`src/rtl/uart_rx_pkg.sv`:
```
// -----------------------------------------------------------------------------
// uart_rx_pkg
// Shared definitions for the UART receive frame controller:
//   - binary-encoded frame state constants
//   - check-edge offset inside a bit period
//   - legal oversampling ratios and a helper that folds any other ratio to x8
// -----------------------------------------------------------------------------
package uart_rx_pkg;

  // Frame states, binary encoded
  typedef logic [2:0] rx_state_t;

  localparam rx_state_t ST_IDLE   = 3'd0;
  localparam rx_state_t ST_START  = 3'd1;
  localparam rx_state_t ST_DATA   = 3'd2;
  localparam rx_state_t ST_PARITY = 3'd3;
  localparam rx_state_t ST_STOP   = 3'd4;
  localparam rx_state_t ST_DONE   = 3'd5;

  // The check edge sits this many oversampling edges past mid-bit
  localparam int CHK_OFFSET = 2;

  // Legal oversampling ratios
  localparam logic [31:0] PRESCALE_X8  = 32'd8;
  localparam logic [31:0] PRESCALE_X16 = 32'd16;
  localparam logic [31:0] PRESCALE_X32 = 32'd32;

  // Map a requested ratio onto a legal one; anything unsupported runs at x8
  function automatic logic [31:0] legal_prescale(input logic [31:0] req);
    case (req)
      PRESCALE_X8,
      PRESCALE_X16,
      PRESCALE_X32: legal_prescale = req;
      default:      legal_prescale = PRESCALE_X8;
    endcase
  endfunction

  // States in which a bit period is being timed on the line
  function automatic logic is_bit_state(input rx_state_t st);
    case (st)
      ST_START,
      ST_DATA,
      ST_PARITY,
      ST_STOP: is_bit_state = 1'b1;
      default: is_bit_state = 1'b0;
    endcase
  endfunction

endpackage

```
`src/rtl/uart_rx_edge_bit_cnt.sv`:
```
// -----------------------------------------------------------------------------
// uart_rx_edge_bit_cnt
// Oversampling edge counter and data-bit counter for the UART receiver.
//
// Ports
//   CLK, RST     : RX oversampling clock, async active-low reset
//   clear_i      : hold both counters at 0 (frame controller idle / done)
//   bit_adv_i    : advance the data-bit index by one
//   p_i          : frame-latched oversampling ratio P
//   edge_cnt_o   : edge index within the current bit, 0 .. P-1
//   bit_cnt_o    : data bit index
//   chk_o        : edge_cnt is one below the check edge (P/2 + CHK_OFFSET)
//   end_o        : edge_cnt is at the bit-end edge (P-1)
//
// chk_o leads the check edge by one cycle so that the controller can
// register its enable pulses and still have them line up with
// edge_cnt == check edge.
// -----------------------------------------------------------------------------
module uart_rx_edge_bit_cnt
  import uart_rx_pkg::*;
#(
  parameter int PRESCALE_W = 6,
  parameter int BIT_W      = 3
) (
  input  logic                  CLK,
  input  logic                  RST,
  input  logic                  clear_i,
  input  logic                  bit_adv_i,
  input  logic [PRESCALE_W-1:0] p_i,
  output logic [PRESCALE_W-1:0] edge_cnt_o,
  output logic [BIT_W-1:0]      bit_cnt_o,
  output logic                  chk_o,
  output logic                  end_o
);

  logic [PRESCALE_W-1:0] edge_q;
  logic [PRESCALE_W-1:0] edge_d;
  logic [BIT_W-1:0]      bit_q;
  logic [BIT_W-1:0]      bit_d;
  logic [PRESCALE_W-1:0] end_val_s;
  logic [PRESCALE_W-1:0] chk_pre_s;

  assign end_val_s = p_i - PRESCALE_W'(1);
  assign chk_pre_s = (p_i >> 1) + PRESCALE_W'(CHK_OFFSET - 1);

  assign end_o      = (edge_q == end_val_s);
  assign chk_o      = (edge_q == chk_pre_s);
  assign edge_cnt_o = edge_q;
  assign bit_cnt_o  = bit_q;

  // Next edge index: wraps at the bit-end edge, held at 0 while cleared
  always_comb begin
    edge_d = edge_q;
    if (clear_i) begin
      edge_d = '0;
    end else if (end_o) begin
      edge_d = '0;
    end else begin
      edge_d = edge_q + PRESCALE_W'(1);
    end
  end

  // Next data-bit index
  always_comb begin
    bit_d = bit_q;
    if (clear_i) begin
      bit_d = '0;
    end else if (bit_adv_i) begin
      bit_d = bit_q + BIT_W'(1);
    end else begin
      bit_d = bit_q;
    end
  end

  // Counter registers
  always_ff @(posedge CLK or negedge RST) begin
    if (!RST) begin
      edge_q <= '0;
      bit_q  <= '0;
    end else begin
      edge_q <= edge_d;
      bit_q  <= bit_d;
    end
  end

endmodule

```
`src/rtl/uart_rx_fsm.sv`:
```
// -----------------------------------------------------------------------------
// uart_rx_fsm
// Frame-level controller for the UART receiver. Detects the start-bit falling
// edge, times every bit with the oversampling edge counter, pulses the check /
// shift enables of the RX datapath units, and closes the frame with
// Flags_Done and a qualified Data_Valid.
//
// Ports
//   CLK, RST        : RX oversampling clock, async active-low reset
//   RX_IN           : synchronized serial line, idle high
//   Prescale        : requested oversampling ratio (8/16/32, else x8)
//   PAR_EN          : frame carries a parity bit
//   Strt_glitch     : start-check error from the start-check unit
//   Par_err         : parity error from the parity-check unit
//   Stp_err         : stop-bit error from the stop-check unit
//   dat_samp_en     : data-sampling enable, high through START..STOP
//   strt_chk_en     : start-check enable pulse
//   deser_en        : deserializer shift pulse
//   par_chk_en      : parity-check enable pulse
//   stp_chk_en      : stop-check enable pulse
//   Flags_Done      : end-of-frame pulse, clears the check flags
//   Data_Valid      : received byte is good, pulse
//   edge_cnt        : edge index within the current bit
//   bit_cnt         : data bit index
//
// All control outputs are registered and decoded from the next state and the
// counter lookahead, so every pulse coincides with edge_cnt at the check edge.
// -----------------------------------------------------------------------------
module uart_rx_fsm
  import uart_rx_pkg::*;
#(
  parameter int DATA_WIDTH = 8,
  parameter int PRESCALE_W = 6
) (
  input  logic                          CLK,
  input  logic                          RST,
  input  logic                          RX_IN,
  input  logic [PRESCALE_W-1:0]         Prescale,
  input  logic                          PAR_EN,
  input  logic                          Strt_glitch,
  input  logic                          Par_err,
  input  logic                          Stp_err,
  output logic                          dat_samp_en,
  output logic                          strt_chk_en,
  output logic                          deser_en,
  output logic                          par_chk_en,
  output logic                          stp_chk_en,
  output logic                          Flags_Done,
  output logic                          Data_Valid,
  output logic [PRESCALE_W-1:0]         edge_cnt,
  output logic [$clog2(DATA_WIDTH)-1:0] bit_cnt
);

  localparam int BIT_W = $clog2(DATA_WIDTH);
  localparam logic [BIT_W-1:0] LAST_BIT = BIT_W'(DATA_WIDTH - 1);

  rx_state_t             state_q;
  rx_state_t             state_d;
  logic [PRESCALE_W-1:0] p_q;
  logic [PRESCALE_W-1:0] p_d;
  logic                  par_en_q;
  logic                  par_en_d;

  logic                  dat_samp_en_q, dat_samp_en_d;
  logic                  strt_chk_en_q, strt_chk_en_d;
  logic                  deser_en_q,    deser_en_d;
  logic                  par_chk_en_q,  par_chk_en_d;
  logic                  stp_chk_en_q,  stp_chk_en_d;
  logic                  flags_done_q,  flags_done_d;
  logic                  data_valid_q,  data_valid_d;

  logic [PRESCALE_W-1:0] edge_cnt_s;
  logic [BIT_W-1:0]      bit_cnt_s;
  logic                  chk_s;
  logic                  end_s;
  logic                  clear_s;
  logic                  bit_adv_s;
  logic                  last_bit_s;
  logic [PRESCALE_W-1:0] p_legal_s;

  assign p_legal_s  = PRESCALE_W'(legal_prescale(32'(Prescale)));
  assign last_bit_s = (bit_cnt_s == LAST_BIT);
  // Counters sit at 0 outside bit states so the first cycle of START is edge 0
  assign clear_s    = (state_q == ST_IDLE) || (state_q == ST_DONE);
  assign bit_adv_s  = (state_q == ST_DATA) && end_s && !last_bit_s;

  uart_rx_edge_bit_cnt #(
    .PRESCALE_W (PRESCALE_W),
    .BIT_W      (BIT_W)
  ) u_cnt (
    .CLK        (CLK),
    .RST        (RST),
    .clear_i    (clear_s),
    .bit_adv_i  (bit_adv_s),
    .p_i        (p_q),
    .edge_cnt_o (edge_cnt_s),
    .bit_cnt_o  (bit_cnt_s),
    .chk_o      (chk_s),
    .end_o      (end_s)
  );

  // Next state, prescale latch and parity-mode latch
  always_comb begin
    state_d  = state_q;
    p_d      = p_q;
    par_en_d = par_en_q;
    case (state_q)
      ST_IDLE: begin
        if (!RX_IN) begin
          state_d = ST_START;
          p_d     = p_legal_s;
        end else begin
          state_d = ST_IDLE;
        end
      end
      ST_START: begin
        if (end_s) begin
          state_d = Strt_glitch ? ST_IDLE : ST_DATA;
        end else begin
          state_d = ST_START;
        end
      end
      ST_DATA: begin
        if (end_s && last_bit_s) begin
          par_en_d = PAR_EN;
          state_d  = PAR_EN ? ST_PARITY : ST_STOP;
        end else begin
          state_d = ST_DATA;
        end
      end
      ST_PARITY: begin
        if (end_s) begin
          state_d = ST_STOP;
        end else begin
          state_d = ST_PARITY;
        end
      end
      ST_STOP: begin
        if (end_s) begin
          state_d = ST_DONE;
        end else begin
          state_d = ST_STOP;
        end
      end
      ST_DONE: begin
        // A low line here is the next frame's start bit: skip IDLE
        if (!RX_IN) begin
          state_d = ST_START;
          p_d     = p_legal_s;
        end else begin
          state_d = ST_IDLE;
        end
      end
      default: begin
        state_d = ST_IDLE;
      end
    endcase
  end

  // Output decode, one cycle ahead of the output registers
  always_comb begin
    dat_samp_en_d = is_bit_state(state_d);
    // chk_s looks one edge ahead and never coincides with a state change
    strt_chk_en_d = (state_q == ST_START)  && chk_s;
    deser_en_d    = (state_q == ST_DATA)   && chk_s;
    par_chk_en_d  = (state_q == ST_PARITY) && chk_s;
    stp_chk_en_d  = (state_q == ST_STOP)   && chk_s;
    flags_done_d  = (state_d == ST_DONE);
    // Parity error only counts for frames that carried a parity bit
    data_valid_d  = (state_d == ST_DONE) && !Stp_err && !(par_en_q && Par_err);
  end

  // State and frame-latch registers
  always_ff @(posedge CLK or negedge RST) begin
    if (!RST) begin
      state_q  <= ST_IDLE;
      p_q      <= '0;
      par_en_q <= 1'b0;
    end else begin
      state_q  <= state_d;
      p_q      <= p_d;
      par_en_q <= par_en_d;
    end
  end

  // Registered control outputs
  always_ff @(posedge CLK or negedge RST) begin
    if (!RST) begin
      dat_samp_en_q <= 1'b0;
      strt_chk_en_q <= 1'b0;
      deser_en_q    <= 1'b0;
      par_chk_en_q  <= 1'b0;
      stp_chk_en_q  <= 1'b0;
      flags_done_q  <= 1'b0;
      data_valid_q  <= 1'b0;
    end else begin
      dat_samp_en_q <= dat_samp_en_d;
      strt_chk_en_q <= strt_chk_en_d;
      deser_en_q    <= deser_en_d;
      par_chk_en_q  <= par_chk_en_d;
      stp_chk_en_q  <= stp_chk_en_d;
      flags_done_q  <= flags_done_d;
      data_valid_q  <= data_valid_d;
    end
  end

  assign dat_samp_en = dat_samp_en_q;
  assign strt_chk_en = strt_chk_en_q;
  assign deser_en    = deser_en_q;
  assign par_chk_en  = par_chk_en_q;
  assign stp_chk_en  = stp_chk_en_q;
  assign Flags_Done  = flags_done_q;
  assign Data_Valid  = data_valid_q;
  assign edge_cnt    = edge_cnt_s;
  assign bit_cnt     = bit_cnt_s;

endmodule

```
`config.mk`:
```
export PLATFORM = sky130hd
export DESIGN_NAME = uart_rx_fsm
export DESIGN_NICKNAME = d
export VERILOG_FILES = /design/src/rtl/uart_rx_pkg.sv /design/src/rtl/uart_rx_edge_bit_cnt.sv /design/src/rtl/uart_rx_fsm.sv
export SDC_FILE = /design/constraint.sdc
export NUM_CORES = 1
export LEC_CHECK = 0
export CORE_ASPECT_RATIO = 1.25
export CORE_MARGIN = 3
export CORE_UTILIZATION = 48
export CTS_BUF_LIST = sky130_fd_sc_hd__clkbuf_4 sky130_fd_sc_hd__clkbuf_8
export CTS_CLUSTER_SIZE = 8
export DETAILED_ROUTE_END_ITERATION = 10
export MAX_ROUTING_LAYER = met4
export PLACE_DENSITY = 0.7
export SLEW_MARGIN = 10
export SYNTH_ARGS = -nofsm -noshare
export SYNTH_HDL_FRONTEND = slang
export SYNTH_SLANG_ARGS = --single-unit
```
`constraint.sdc`:
```
create_clock -name CLK -period 2.7 [get_ports CLK]
set_input_delay 0.54 -clock CLK [delete_from_list [all_inputs] [get_ports CLK]]
set_output_delay 0.54 -clock CLK [all_outputs]
set_load 0.1 [all_outputs]
```
Word-level counts from Yosys, hierarchy flattened. Index checks and enable logic that the tools add are counted.

Latch bits: 0. Register bits: 26. RAM bits: 0. Memory bits (read-only): 0. Output and inout bits: 16. Memories: 0.

Reduce and logical (&&, ||, !) cells: 21. Order comparisons: 0. Shifts and indexed selects: 0. Equal/unequal tests: 16. Mux-type cells: 14. Div/mod/pow operators: 0. Multipliers: 0. Bitwise gates (word level): 1. Add/subtract/negate cells: 4.

Operator list (count): $mux 6 (3); $eq 3x3->1 const B (5); $mux 3 (5); $pmux 3 s5 (1); $eq 3x2->1 const B (4); $eq 6x6->1 (2); $logic_and 1x1->1 (10); $add 5x1->6 const B (1); $add 6x1->6 const B (1); $eq 3x1->1 const B (2); $eq 6x4->1 const B (1); $eq 6x5->1 const B (1); $eq 6x6->1 const B (1); $sub 6x1->6 const B (1); $mux 2 (2); $reduce_and 2->1 (2); $reduce_or 4->1 (1); $add 3x1->3 const B (1); $logic_not 1->1 (3); $logic_not 3->1 (1); $mux 1 (3); $reduce_or 3->1 (1); $reduce_bool 2->1 (1); $reduce_or 2->1 (1); other kinds (2) (2).

Longest topological paths before layout.
Word-level depth: 8. Depth in mapped cells: 8.

Hierarchy. From an unflattened synthesis, not the netlist that was laid out.

Cells, all modules: 151. Area, all modules: 1517.7 µm².

By module, submodules not included: uart_rx_fsm (cells each 71, area an instance 762.0 µm², times used 1); uart_rx_edge_bit_cnt (cells each 80, area an instance 755.7 µm², times used 1).

Worst setup path after synthesis. Ideal clock, no wire load.

Path type: flip-flop to flip-flop. Start: reg u_cnt.edge_q[3] (netlist: u_cnt.edge_cnt_o[3]). End: reg data_valid_q (netlist: Data_Valid). Path buffers: 2. Arrival: 2.416 ns. Slack: 0.177 ns. Stages on the path, launching flop included: 8. Required time: 2.593 ns. Cells stage by stage: dfrtp_1 > buf_2 > xor2_1 > xnor2_1 > nand4_2 > or2_0 > buf_2 > a2111oi_4.

Word-level cells in the longest chain between the ends: 7. Elaborated cells on any way between the ends: 10. Classes of those cells: eq/ne (2); mux (5); reduce/logical (3).

Ends and longest elaborated chain: start: declaration (line uart_rx_edge_bit_cnt.sv:36) `logic [PRESCALE_W-1:0] edge_q;`; start signal: assignment (line uart_rx_edge_bit_cnt.sv:81) `edge_q <= edge_d;`; $eq 6x6->1 (*) (line uart_rx_edge_bit_cnt.sv:46) `assign end_o = (edge_q == end_val_s);`; $logic_and 1x1->1 (line uart_rx_fsm.sv:124) `if (end_s && last_bit_s) begin`; $mux 3 (line uart_rx_fsm.sv:124); $pmux 3 s5 (*) (line uart_rx_fsm.sv:107) `case (state_q)`; $eq 3x3->1 (*) (line uart_rx_fsm.sv:170) `data_valid_d = (state_d == ST_DONE) && !Stp_err && !(par_en_q && Par_err);`; $logic_and 1x1->1 (*) (2 in a row) (line uart_rx_fsm.sv:170); named net data_valid_d (line uart_rx_fsm.sv:70) `logic data_valid_q, data_valid_d;`; end signal: assignment (line uart_rx_fsm.sv:203) `data_valid_q <= data_valid_d;`; end: declaration (line uart_rx_fsm.sv:70).

Mark *: on every way through the listed nets, which the timed path passes. The rest lies on a longest branch. A chain may end at the register's enable or synchronous reset.

Worst setup path in the final report.
Start: reg p_q[2]. End: reg data_valid_q (netlist: Data_Valid).

Word-level cells in the longest chain between the ends: 8. Elaborated cells on any way between the ends: 11. Classes of those cells: add/sub (1); eq/ne (2); mux (5); reduce/logical (3).

Ends and longest elaborated chain: start: declaration (line uart_rx_fsm.sv:59) `logic [PRESCALE_W-1:0] p_q;`; start signal: assignment (line uart_rx_fsm.sv:181) `p_q <= p_d;`; $sub 6x1->6 (*) (line uart_rx_edge_bit_cnt.sv:43) `assign end_val_s = p_i - PRESCALE_W'(1);`; $eq 6x6->1 (*) (line uart_rx_edge_bit_cnt.sv:46); $logic_and 1x1->1 (line uart_rx_fsm.sv:124); $mux 3 (line uart_rx_fsm.sv:124); $pmux 3 s5 (*) (line uart_rx_fsm.sv:107); $eq 3x3->1 (*) (line uart_rx_fsm.sv:170); $logic_and 1x1->1 (*) (2 in a row) (line uart_rx_fsm.sv:170); named net data_valid_d (line uart_rx_fsm.sv:70).

Marks and branches as above.

==> flow_summary.yaml <==
run_status:
  status: "complete, no violations"
cts:
  ctsHoldBuffers: 0
  path_clk_slew_ns: 0.15
  htree_levels: 1
  post_cts_buffers: 0
  cts_root_buf: "clkbuf_4"
  cts_buffer_depth: 2
  cts_buffers: 3
  clock_latency_ns: 0.32
  clock-sinks: 26
  cts_resized: 0
  cts_tree: "built"
floorplanning:
  placementRows: 22
  die_h_um: 69.26
  die_w_um: 56.61
  die_area_mm2: 0.003920
  coreArea_mm2: 0.003000
  initial_core_util_pct: 51.21
  io_pins: 29
final_layout:
  drive_gt1_share_pct: 16.48
  fillers: 263
  layout-area-overhead-vs-synth_pct: 19.46
  final_area_mm2: 0.001836
  n_antenna_cell: 0
  fin_cells: 218
  nets: 202
place:
  placed_area_mm2: 0.001783
  detailedPlace.worstSlack_ns: 0.3997
  portBuffers: 28
  routabilityCongestion: 0.8817
  placed_cells: 214
  hpwl_um: 2427
power_and_ir_drop:
  power.internal_uw: 884.8
  clkPwrFrac_pct: 15.4
  p_per_area_mw_per_mm2: 956.6
  cellLeakagePower_uw: 0.0008044
  swShare_pct: 49.61
  peakVddDrop_v: 0.0007951
  p_comb_share_pct: 51.2
  p_total_uw: 1756
  power_switching_uw: 871.1
  power_frac_seq_pct: 33.4
logic_synthesis:
  syn-cell-area_mm2: 0.001536
  synth_top_area_cell: "dfrtp_1"
  netlist-cell-type-count: 41
  yosysTopAreaCellShare_pct: 42.35
  yosys-top-cells-count: "dfrtp_1, nor2_1, inv_1"
  yosysMostFrequentCell: "dfrtp_1"
  yosysSeqAreaShare_pct: 42.35
  synth_ff_type: "dfrtp_1"
  yosysWarnings: 0
  avgSynthCellArea_um2: 9.725
  synth-edff-count: 0
  ys_seq_elements: 26
  ys_top_cells_by_area: "dfrtp_1, xnor2_1, xor2_1, ha_1, nor2_1"
  syn_inst: 158
  synth_nets: 177
  synthArstFlopShare_pct: 100.0
worst_setup_path:
  crit_type: "flip-flop to flip-flop"
  end_kind: "flip-flop"
  cp_top_family: "simple AND/OR/NAND/NOR gates"
  cp_slowest_cell: "dfrtp_1"
  arrival_ns: 2.58
  cpPeakStageDelay_ns: 0.49
  start_kind: "flip-flop"
  crit_buf_inv: 1
  critPathMaxFanout: 8
  cp_data_required_time_ns: 2.94
  crit_chain: "inv_1 -> ha_1 -> nor4b_1 -> xnor2_1 -> nand4_2 -> or2_0 -> a2111oi_4"
timing:
  hold_viol: 0
  period_share_pct: 86.55
  fin_ws_ns: 0.3631
  period_needed_ns: 2.337
  slew_headroom_pct: 54.44
  tightest_slew_ns: 0.6793
  fin_skew_ns: 0.004663
  max_freq_ghz: 0.4279
  final-max-slew-violation-count: 0
  setup_viol: 0
  setup_tns_ns: 0
  rsz0062_at_grt: "false"
global_routing:
  grt_pass1_wl_um: 5271
  grt_pass1_vias: 1227
  grt_start_max_net_pins: 27
  grt_usage_pct: 17.07
  antenna_found_initial: 0
  grt_overflow: 0
routing:
  wire_per_inst_um: 14.32
  via_count: 1193
  drt_iter0_markers: 29
  first_pass_iters: 4
  ant_nets: 0
  wirelength_um: 3122
  drc: 0
  routed_via_density: 5.472
hold_path:
  hold_path_class: "flip-flop to flip-flop"
run:
  maxCapViolations: 0
## logic make-up (layout without fill, tap and decap cells)
group,Yosys count,in the layout,synth area share (%)
AO/OA/AOI/OAI,22,22,11.16
XOR/XNOR,18,18,10.26
adder cells (fa/ha/maj),6,6,4.886
buffers and inverters,21,45,5.944
flip-flops,26,26,42.35
multiplexers,5,5,3.339
AND/OR/NAND/NOR,60,60,22.07
## power groups by stage
stage	sequential, uW	combinational [uW]	clock (uW)
after floorplan	843	470	0
after global placement	592	891	0
after detailed placement	594	906	0
after CTS	586	908	282
after global routing	601	967	292
final	586	899	271
## stage by stage
| stage | utilization, % | hold WS (ns) |
|---|---|---|
| after CTS | 61.18 | 0.5344 |
| after global routing | 61.18 | 0.5396 |
| after global placement | 59.42 | 0.4968 |
| after detailed placement | 59.42 | 0.5159 |
| final | 61.18 | 0.5209 |
| after floorplan | - | 0.2444 |
## cells in the final DEF, fill, tap and decap left out, types with 2 or more instances in the layout
cell and instances:
dfrtp_1 26, or3_1 2, o22ai_1 2, nand3_1 3, nand3b_1 2, nand2b_1 2, a21oi_1 4, mux2i_1 4
clkbuf_4 3, o21ai_0 7, nor4_1 2, nor2b_1 5, xnor2_1 9, clkdlybuf4s50_1 12, xor2_1 9, nand4b_1 4
nand2_1 10, nor2_1 16, ha_1 6, buf_4 17, nor3_1 6, inv_1 11
## worst paths after layout
| kind | startpoint | end | slack (ns) | depth (start not counted) |
|---|---|---|---|---|
| worst max-delay path | p_q[2] | Data_Valid | 0.36 | 7 |
| worst min-delay path | par_en_q | Data_Valid | 0.52 | 1 |
| worst max register to register | p_q[2] | Data_Valid | 0.36 | 7 |
| worst min register to register | par_en_q | Data_Valid | 0.52 | 1 |
| max in group asynchronous | RST | u_cnt.edge_cnt_o[5] | 1.90 | 2 |
| min in group asynchronous | RST | stp_chk_en | 0.56 | 2 |
## layout make-up
class,count,area (um2),area share (%)
multi-input combinational,111,794.5,43.29
sequential,26,650.6,35.45
clock inverter,1,30.03,1.636
inverter,12,45.04,2.454
timing repair buffer,29,247.7,13.50
tap,36,45.04,2.454
clock buffer,3,22.52,1.227
## state kept, by name, summed over array words and instances, names as in the netlist
register          cells
deser_en              1
stp_chk_en            1
u_cnt.bit_cnt_o       3
par_en_q              1
state_q               3
Data_Valid            1
dat_samp_en           1
p_q                   6
strt_chk_en           1
Flags_Done            1
u_cnt.edge_cnt_o      6
par_chk_en            1
## layer usage
metal | GRT usage (%) | vias to the layer above | routed length (um)
li1 | - | 589 | -
met1 | 19.12 | 579 | 1294
met2 | 30.08 | 23 | 1693
met3 | 2.421 | 2 | 114
met4 | 6.596 | 0 | 20
met5 | - | - | 0
No activity file was read; power rests on OpenSTA's default activity.
